## config.mk

```make
export PLATFORM = sky130hd
export DESIGN_NAME = alu_arbiter
export DESIGN_NICKNAME = d
export VERILOG_FILES = /design/src/rtl/alu_arbiter.sv
export SDC_FILE = /design/constraint.sdc
export NUM_CORES = 1
export LEC_CHECK = 0
export ABC_AREA = 1
export CORE_MARGIN = 2
export CORE_UTILIZATION = 39
export DETAILED_ROUTE_END_ITERATION = 8
export GPL_ROUTABILITY_DRIVEN = 0
export PLACE_DENSITY_LB_ADDON = 0.1
export SYNTH_ARGS = -nofsm -noshare
export SYNTH_HDL_FRONTEND = slang
export SYNTH_SLANG_ARGS = --single-unit
```

## constraint.sdc

```tcl
create_clock -name clk -period 1.3 [get_ports clk]
set_input_delay 0.195 -clock clk [delete_from_list [all_inputs] [get_ports clk]]
set_output_delay 0.195 -clock clk [all_outputs]
set_load 0.1 [all_outputs]
```

## src/rtl/alu_arbiter.sv

```systemverilog
// -----------------------------------------------------------------------------
// alu_arbiter
//
// Shares one external combinational ALU between two requesters:
//   r0 - pipeline execute stage
//   r1 - address/branch unit
// Each requester issues one operation through a valid/ready request channel.
// The arbiter grants one requester and latches its operands into the ALU drive
// registers. It lets the ALU evaluate for one cycle, then registers the result.
// The result goes back on the owner's response channel until the owner takes it.
// Only one operation is in flight at a time.
// The sequence is IDLE -> EXEC -> RESP -> IDLE.
//
// Arbitration when both requesters are valid in IDLE:
//   default                  round-robin; the pointer moves to the requester
//                            that did not own the op just completed, so r1
//                            cannot starve under a continuous r0 stream.
//   ALU_ARB_FIXED_PRIO_EN    r0 always wins; the round-robin pointer is
//                            ignored.
//
// Parameters
//   DATA_W  operand/result width
//   OP_W    ALU op selector width
//   SH_W    shift amount width
//
// Ports
//   clk, reset                      rising-edge clock, synchronous active-high
//   rN_req_valid/ready              request handshake (ready is combinational,
//                                   only in IDLE, only for the winner)
//   rN_req_op/shamt/a/b             request payload
//   rN_resp_valid/ready             response handshake
//   rN_resp_data/zero               registered result and result==0 flag
//   alu_op/alu_shamt/alu_in1/in2    registered drive to the ALU
//   alu_out/alu_zero                ALU result inputs
// -----------------------------------------------------------------------------
module alu_arbiter #(
    parameter int DATA_W = 32,
    parameter int OP_W   = 4,
    parameter int SH_W   = 5
) (
    input  logic              clk,
    input  logic              reset,

    input  logic              r0_req_valid,
    output logic              r0_req_ready,
    input  logic [OP_W-1:0]   r0_req_op,
    input  logic [SH_W-1:0]   r0_req_shamt,
    input  logic [DATA_W-1:0] r0_req_a,
    input  logic [DATA_W-1:0] r0_req_b,
    output logic              r0_resp_valid,
    input  logic              r0_resp_ready,
    output logic [DATA_W-1:0] r0_resp_data,
    output logic              r0_resp_zero,

    input  logic              r1_req_valid,
    output logic              r1_req_ready,
    input  logic [OP_W-1:0]   r1_req_op,
    input  logic [SH_W-1:0]   r1_req_shamt,
    input  logic [DATA_W-1:0] r1_req_a,
    input  logic [DATA_W-1:0] r1_req_b,
    output logic              r1_resp_valid,
    input  logic              r1_resp_ready,
    output logic [DATA_W-1:0] r1_resp_data,
    output logic              r1_resp_zero,

    output logic [OP_W-1:0]   alu_op,
    output logic [SH_W-1:0]   alu_shamt,
    output logic [DATA_W-1:0] alu_in1,
    output logic [DATA_W-1:0] alu_in2,
    input  logic [DATA_W-1:0] alu_out,
    input  logic              alu_zero
);

`ifdef ALU_ARB_FIXED_PRIO_EN
    localparam bit FIXED_PRIO = 1'b1;
`else
    localparam bit FIXED_PRIO = 1'b0;
`endif

    typedef enum logic [1:0] {
        ST_IDLE = 2'd0,
        ST_EXEC = 2'd1,
        ST_RESP = 2'd2
    } state_t;

    state_t state;

    // Requester preferred on a tie: 0 = r0, 1 = r1.
    logic rr_ptr;
    // Requester that owns the op in flight.
    logic owner;

    // ALU drive registers.
    logic [OP_W-1:0]   op_p0;
    logic [SH_W-1:0]   shamt_p0;
    logic [DATA_W-1:0] a_p0;
    logic [DATA_W-1:0] b_p0;

    // Result registers and per-requester response valid.
    logic [DATA_W-1:0] res_data_p1;
    logic              res_zero_p1;
    logic [1:0]        vld_p1;

    logic              winner;
    logic              in_idle;
    logic              accept;
    logic              resp_take;
    logic [OP_W-1:0]   sel_op;
    logic [SH_W-1:0]   sel_shamt;
    logic [DATA_W-1:0] sel_a;
    logic [DATA_W-1:0] sel_b;

    // Winner index: the sole valid requester, or the tie-break choice when
    // both are valid. The result is meaningless when neither is valid, and
    // ready is gated by valid in that case.
    function automatic logic pick_winner(input logic v0, input logic v1,
                                         input logic ptr);
        logic tie_sel;
        tie_sel = FIXED_PRIO ? 1'b0 : ptr;
        return (v0 && v1) ? tie_sel : v1;
    endfunction

    always_comb begin
        winner    = pick_winner(r0_req_valid, r1_req_valid, rr_ptr);
        in_idle   = (state == ST_IDLE) && !reset;
        r0_req_ready = in_idle && r0_req_valid && !winner;
        r1_req_ready = in_idle && r1_req_valid &&  winner;
        accept    = r0_req_ready || r1_req_ready;
        resp_take = (vld_p1[0] && r0_resp_ready) || (vld_p1[1] && r1_resp_ready);

        sel_op    = winner ? r1_req_op    : r0_req_op;
        sel_shamt = winner ? r1_req_shamt : r0_req_shamt;
        sel_a     = winner ? r1_req_a     : r0_req_a;
        sel_b     = winner ? r1_req_b     : r0_req_b;
    end

    always_ff @(posedge clk) begin
        if (reset) begin
            state       <= ST_IDLE;
            rr_ptr      <= 1'b0;
            owner       <= 1'b0;
            op_p0       <= '0;
            shamt_p0    <= '0;
            a_p0        <= '0;
            b_p0        <= '0;
            res_data_p1 <= '0;
            res_zero_p1 <= 1'b0;
            vld_p1      <= 2'b00;
        end else begin
            case (state)
                // Stage p0: latch the winner's payload into the ALU drive regs.
                // The regs hold their value in every other state so the ALU
                // inputs do not toggle while the arbiter is idle.
                ST_IDLE: begin
                    if (accept) begin
                        op_p0    <= sel_op;
                        shamt_p0 <= sel_shamt;
                        a_p0     <= sel_a;
                        b_p0     <= sel_b;
                        owner    <= winner;
                        state    <= ST_EXEC;
                    end
                end
                // Stage p1: capture the ALU result after one cycle of evaluation.
                ST_EXEC: begin
                    res_data_p1 <= alu_out;
                    res_zero_p1 <= alu_zero;
                    vld_p1      <= owner ? 2'b10 : 2'b01;
                    state       <= ST_RESP;
                end
                // Hold the response until the owner takes it. Then hand the
                // tie-break to the other requester.
                ST_RESP: begin
                    if (resp_take) begin
                        vld_p1 <= 2'b00;
                        rr_ptr <= ~owner;
                        state  <= ST_IDLE;
                    end
                end
                default: begin
                    vld_p1 <= 2'b00;
                    state  <= ST_IDLE;
                end
            endcase
        end
    end

    assign alu_op        = op_p0;
    assign alu_shamt     = shamt_p0;
    assign alu_in1       = a_p0;
    assign alu_in2       = b_p0;

    // Both response channels share the result registers. Only the owner's
    // valid is ever asserted.
    assign r0_resp_valid = vld_p1[0];
    assign r1_resp_valid = vld_p1[1];
    assign r0_resp_data  = res_data_p1;
    assign r1_resp_data  = res_data_p1;
    assign r0_resp_zero  = res_zero_p1;
    assign r1_resp_zero  = res_zero_p1;

endmodule
```

==> summary.md <==
| Metric | Value |
|---|---|
| Outcome | finished, violations left |
| Failing checks | setup timing |
| Max_slew headroom | 69.1% |
| Row count | 44 |
| DP HPWL | 14600 um |
| CTS Buffer Depth | 2 |
| Switching Fraction | 44.7% |
| Power Internal | 8.45 mW |
| Die X | 127 um |
| Gate Count Post-Synth | 932 |
| Total Routed Length | 21100 um |
| Unrepaired setup endpoints after global routing | yes |
| Final setup fails | 76 |
| First-pass GRT wire length | 32100 um |
| Most numerous cell in the Yosys netlist | nand2_1 |
| Clock sinks | 112 |
| Yosys top cell area share | 38.1% |
| Top cells by area, synth | dfxtp_1, nand2_1, nor2_1 |
| Post-synth EDFFs | 0 |
| NetSw | 6.82 mW |
| Commonest cells in the synthesized netlist | nand2_1, nor2_1, nand3_1 |
| Reg power frac | 28.5% |
| Layout Nets | 1412 |
| M2 GR Usage | 44.4% |
| CP arrival | 1.33 ns |
| Final worst path period need | 1.52 ns |
| Clock Pin Slew Worst Setup and Hold Paths | 0.07 ns |
| # Max-Cap Violations | 0 |
| Share of flip-flops with an asynchronous set or reset | 0% |
| Synth Warn # | 0 |
| Layout cells sized above 1 | 24.1% |
| Comb power frac | 53.8% |
| FILL cells | 1031 |
| Clk_skew | 0.00729 ns |
| Busiest grt layer | met2 |
| CTS H-tree depth | 3 |
| Mapped cell area | 0.00589 mm2 |
| CP Launch Type | flip-flop |
| 1st-iter DRT viols | 296 |
| Leak | 5.31 nW |
| Final Hold Fails | 0 |
| Syn_area_per_cell | 6.32 um2 |
| Largest net degree at the start of global routing | 42 |
| Setup CP Type | flip-flop to output port |
| Core Area | 0.0146 mm2 |
| I/O pins | 328 |
| Worst Hold Class | input port to flip-flop |
| Antenna cell count | 0 |
| Sequential area share after synthesis | 38.1% |
| Flops & latches, synth | 112 |
| Vias in the first global route | 6237 |
| Pwr dens | 1340 mW/mm2 |
| Initial antenna violation count | 1 |
| M3 GR Usage | 6.75% |
| Most used DFF post-synth | dfxtp_1 |
| Worst skew pair latency | 0.35 ns |
| Yosys top cell by area | dfxtp_1 |
| Met1 Usage GRT | 28.1% |
| Post-placement cell area | 0.0106 mm2 |
| Multi-input logic area | 0.00279 mm2 |
| TritonCTS Buffers | 9 |
| DR DRC count | 0 |
| Die ar. | 0.0161 mm2 |
| Period utilization | 117% |
| Netlist cell types | 18 |
| Fin worst setup slack | -0.222 ns |
| Clock power frac | 17.7% |
| Area Growth Syn to Fin | 93.3% |
| Worst-path fanout max | 2 |
| FF/Latch Area | 0.00229 mm2 |
| Root buffer cell | clkbuf_16 |
| Total grt overflow | 0 |
| TNS Setup | -8.98 ns |
| DR vias/cell | 4.78 |
| First drt pass iteration count | 5 |
| Req. time, crit path | 1.11 ns |
| Synthesized Nets | 1117 |
| Final max-slew violation count | 0 |
| GR Util All Layers | 25.0% |
| CTS tree | yes |
| Avg WL per Cell | 14.9 um |
| Die height | 127 um |
| Worst setup EP type | output port |
| Vias | 6765 |
| Worst slew pin tran | 0.463 ns |
| Initial Utilization | 40.2% |
| FMAX | 657 MHz |
| Design area | 0.0114 mm2 |
| Final ANT Viol Nets | 0 |
| IO Port Bufs | 327 |
| VDD IR max | 748 uV |
[timing repair]
action,4_1_cts,5_1_grt
hold buffers,0,0
pin swaps,3,3
gates resized for setup,18,26
setup buffers,10,2
setup endpoints to repair,51,111
cloned,6,3
[flip-flops by register name, indices dropped and copies added, names as in the netlist]
| register | count |
|---|---|
| r0_resp_zero | 1 |
| rr_ptr | 1 |
| alu_in1 | 32 |
| owner | 1 |
| r0_resp_data | 32 |
| alu_op | 4 |
| vld_p1 | 2 |
| alu_shamt | 5 |
| state | 2 |
| alu_in2 | 32 |
[power groups by stage]
stage / clock, mW / sequential [mW] / combinational, mW
finish: 2.70 / 4.35 / 8.22
global route: 2.87 / 4.40 / 8.57
CTS: 2.76 / 4.35 / 8.15
detailed placement: 0 / 4.43 / 7.92
global placement: 0 / 4.41 / 7.87
floorplan: 0 / 6.84 / 2.40
[worst paths after layout]
kind                          start                      endpoint  slack (ns)  depth (start not counted)
max           state[1]$_SDFFE_PP0P_                  r0_req_ready       -0.22                          5
min                      alu_out[5]  r0_resp_data[5]$_SDFFE_PP0N_        0.45                          3
max reg2reg   state[0]$_SDFFE_PP0P_        alu_op[2]$_SDFFE_PP0P_       -0.19                         10
min reg2reg  vld_p1[0]$_SDFFE_PP0P_        vld_p1[0]$_SDFFE_PP0P_        0.51                          2
[worst max-delay path, stage by stage, from the launching register on]
cell     delay [ns]
dfxtp_2        0.34
nor2_4         0.13
nand3_2        0.10
buf_6          0.14
nor2_4         0.09
buf_12         0.18
[area by class of cell]
| type | count | share of cell area [%] |
|---|---|---|
| clock inverter | 2 | 0.121 |
| multi-input combinational | 641 | 24.5 |
| tap | 184 | 2.02 |
| inverter | 80 | 2.65 |
| clock buffer | 12 | 2.34 |
| timing repair buffer | 383 | 48.2 |
| sequential | 112 | 20.2 |
[cell usage in the layout, fill, tap and decap left out]
master           Yosys  routed
clkbuf_16            0      11
nand2_2              1       3
buf_4               47      26
buf_2               33       1
nor2_2              11      27
nand3_2              1       1
inv_2                2       2
clkdlybuf4s50_1      0     182
inv_1               78      77
inv_6                0       1
clkinv_2             0       2
buf_16               0       5
a21oi_1              3       3
bufbuf_16            0       1
nor2_1             206     186
o21ai_0             35      35
or2_2                1       1
a21boi_2             1       1
dfxtp_4              0       1
clkbuf_8             0       3
dlygate4sd2_1        0       1
buf_8                0       1
buf_12               0     156
nand3_1            149     149
nor2_4               2       6
dfxtp_1            112      74
nand2_4              0       2
buf_6                7       8
dfxtp_2              0      37
nand2_1            231     227
[per-stage QoR]
| stage | utilization, % | total power [mW] | setup WS, ns | hold slack, ns | instances |
|---|---|---|---|---|---|
| final | 77.7 | 15.3 | -0.222 | 0.450 | 1414 |
| after global routing | 77.7 | 15.8 | -0.278 | 0.448 | 1414 |
| after CTS | 76.7 | 15.3 | -0.226 | 0.441 | 1409 |
| after detailed placement | 72.7 | 12.4 | -0.439 | 0.465 | 1379 |
| after global placement | 72.7 | 12.3 | -0.351 | 0.461 | 1379 |
| after floorplan | - | 9.24 | -0.288 | 0.257 | 932 |
[layer usage]
metal	wire length (um)	share of wire, %	vias up
met5	13	0.062	-
met4	794	3.8	2
met3	1610	7.7	47
met2	10500	50	268
met1	8100	38	3033
li1	-	-	3415
[logic make-up after synthesis]
group,count (synthesis),share of synthesized area (%)
AO/OA/AOI/OAI,39,3.42
buffers and inverters,179,16.0
flip-flops,112,38.1
AND/OR/NAND/NOR,602,42.5
Power figures use the tool's default switching activity.
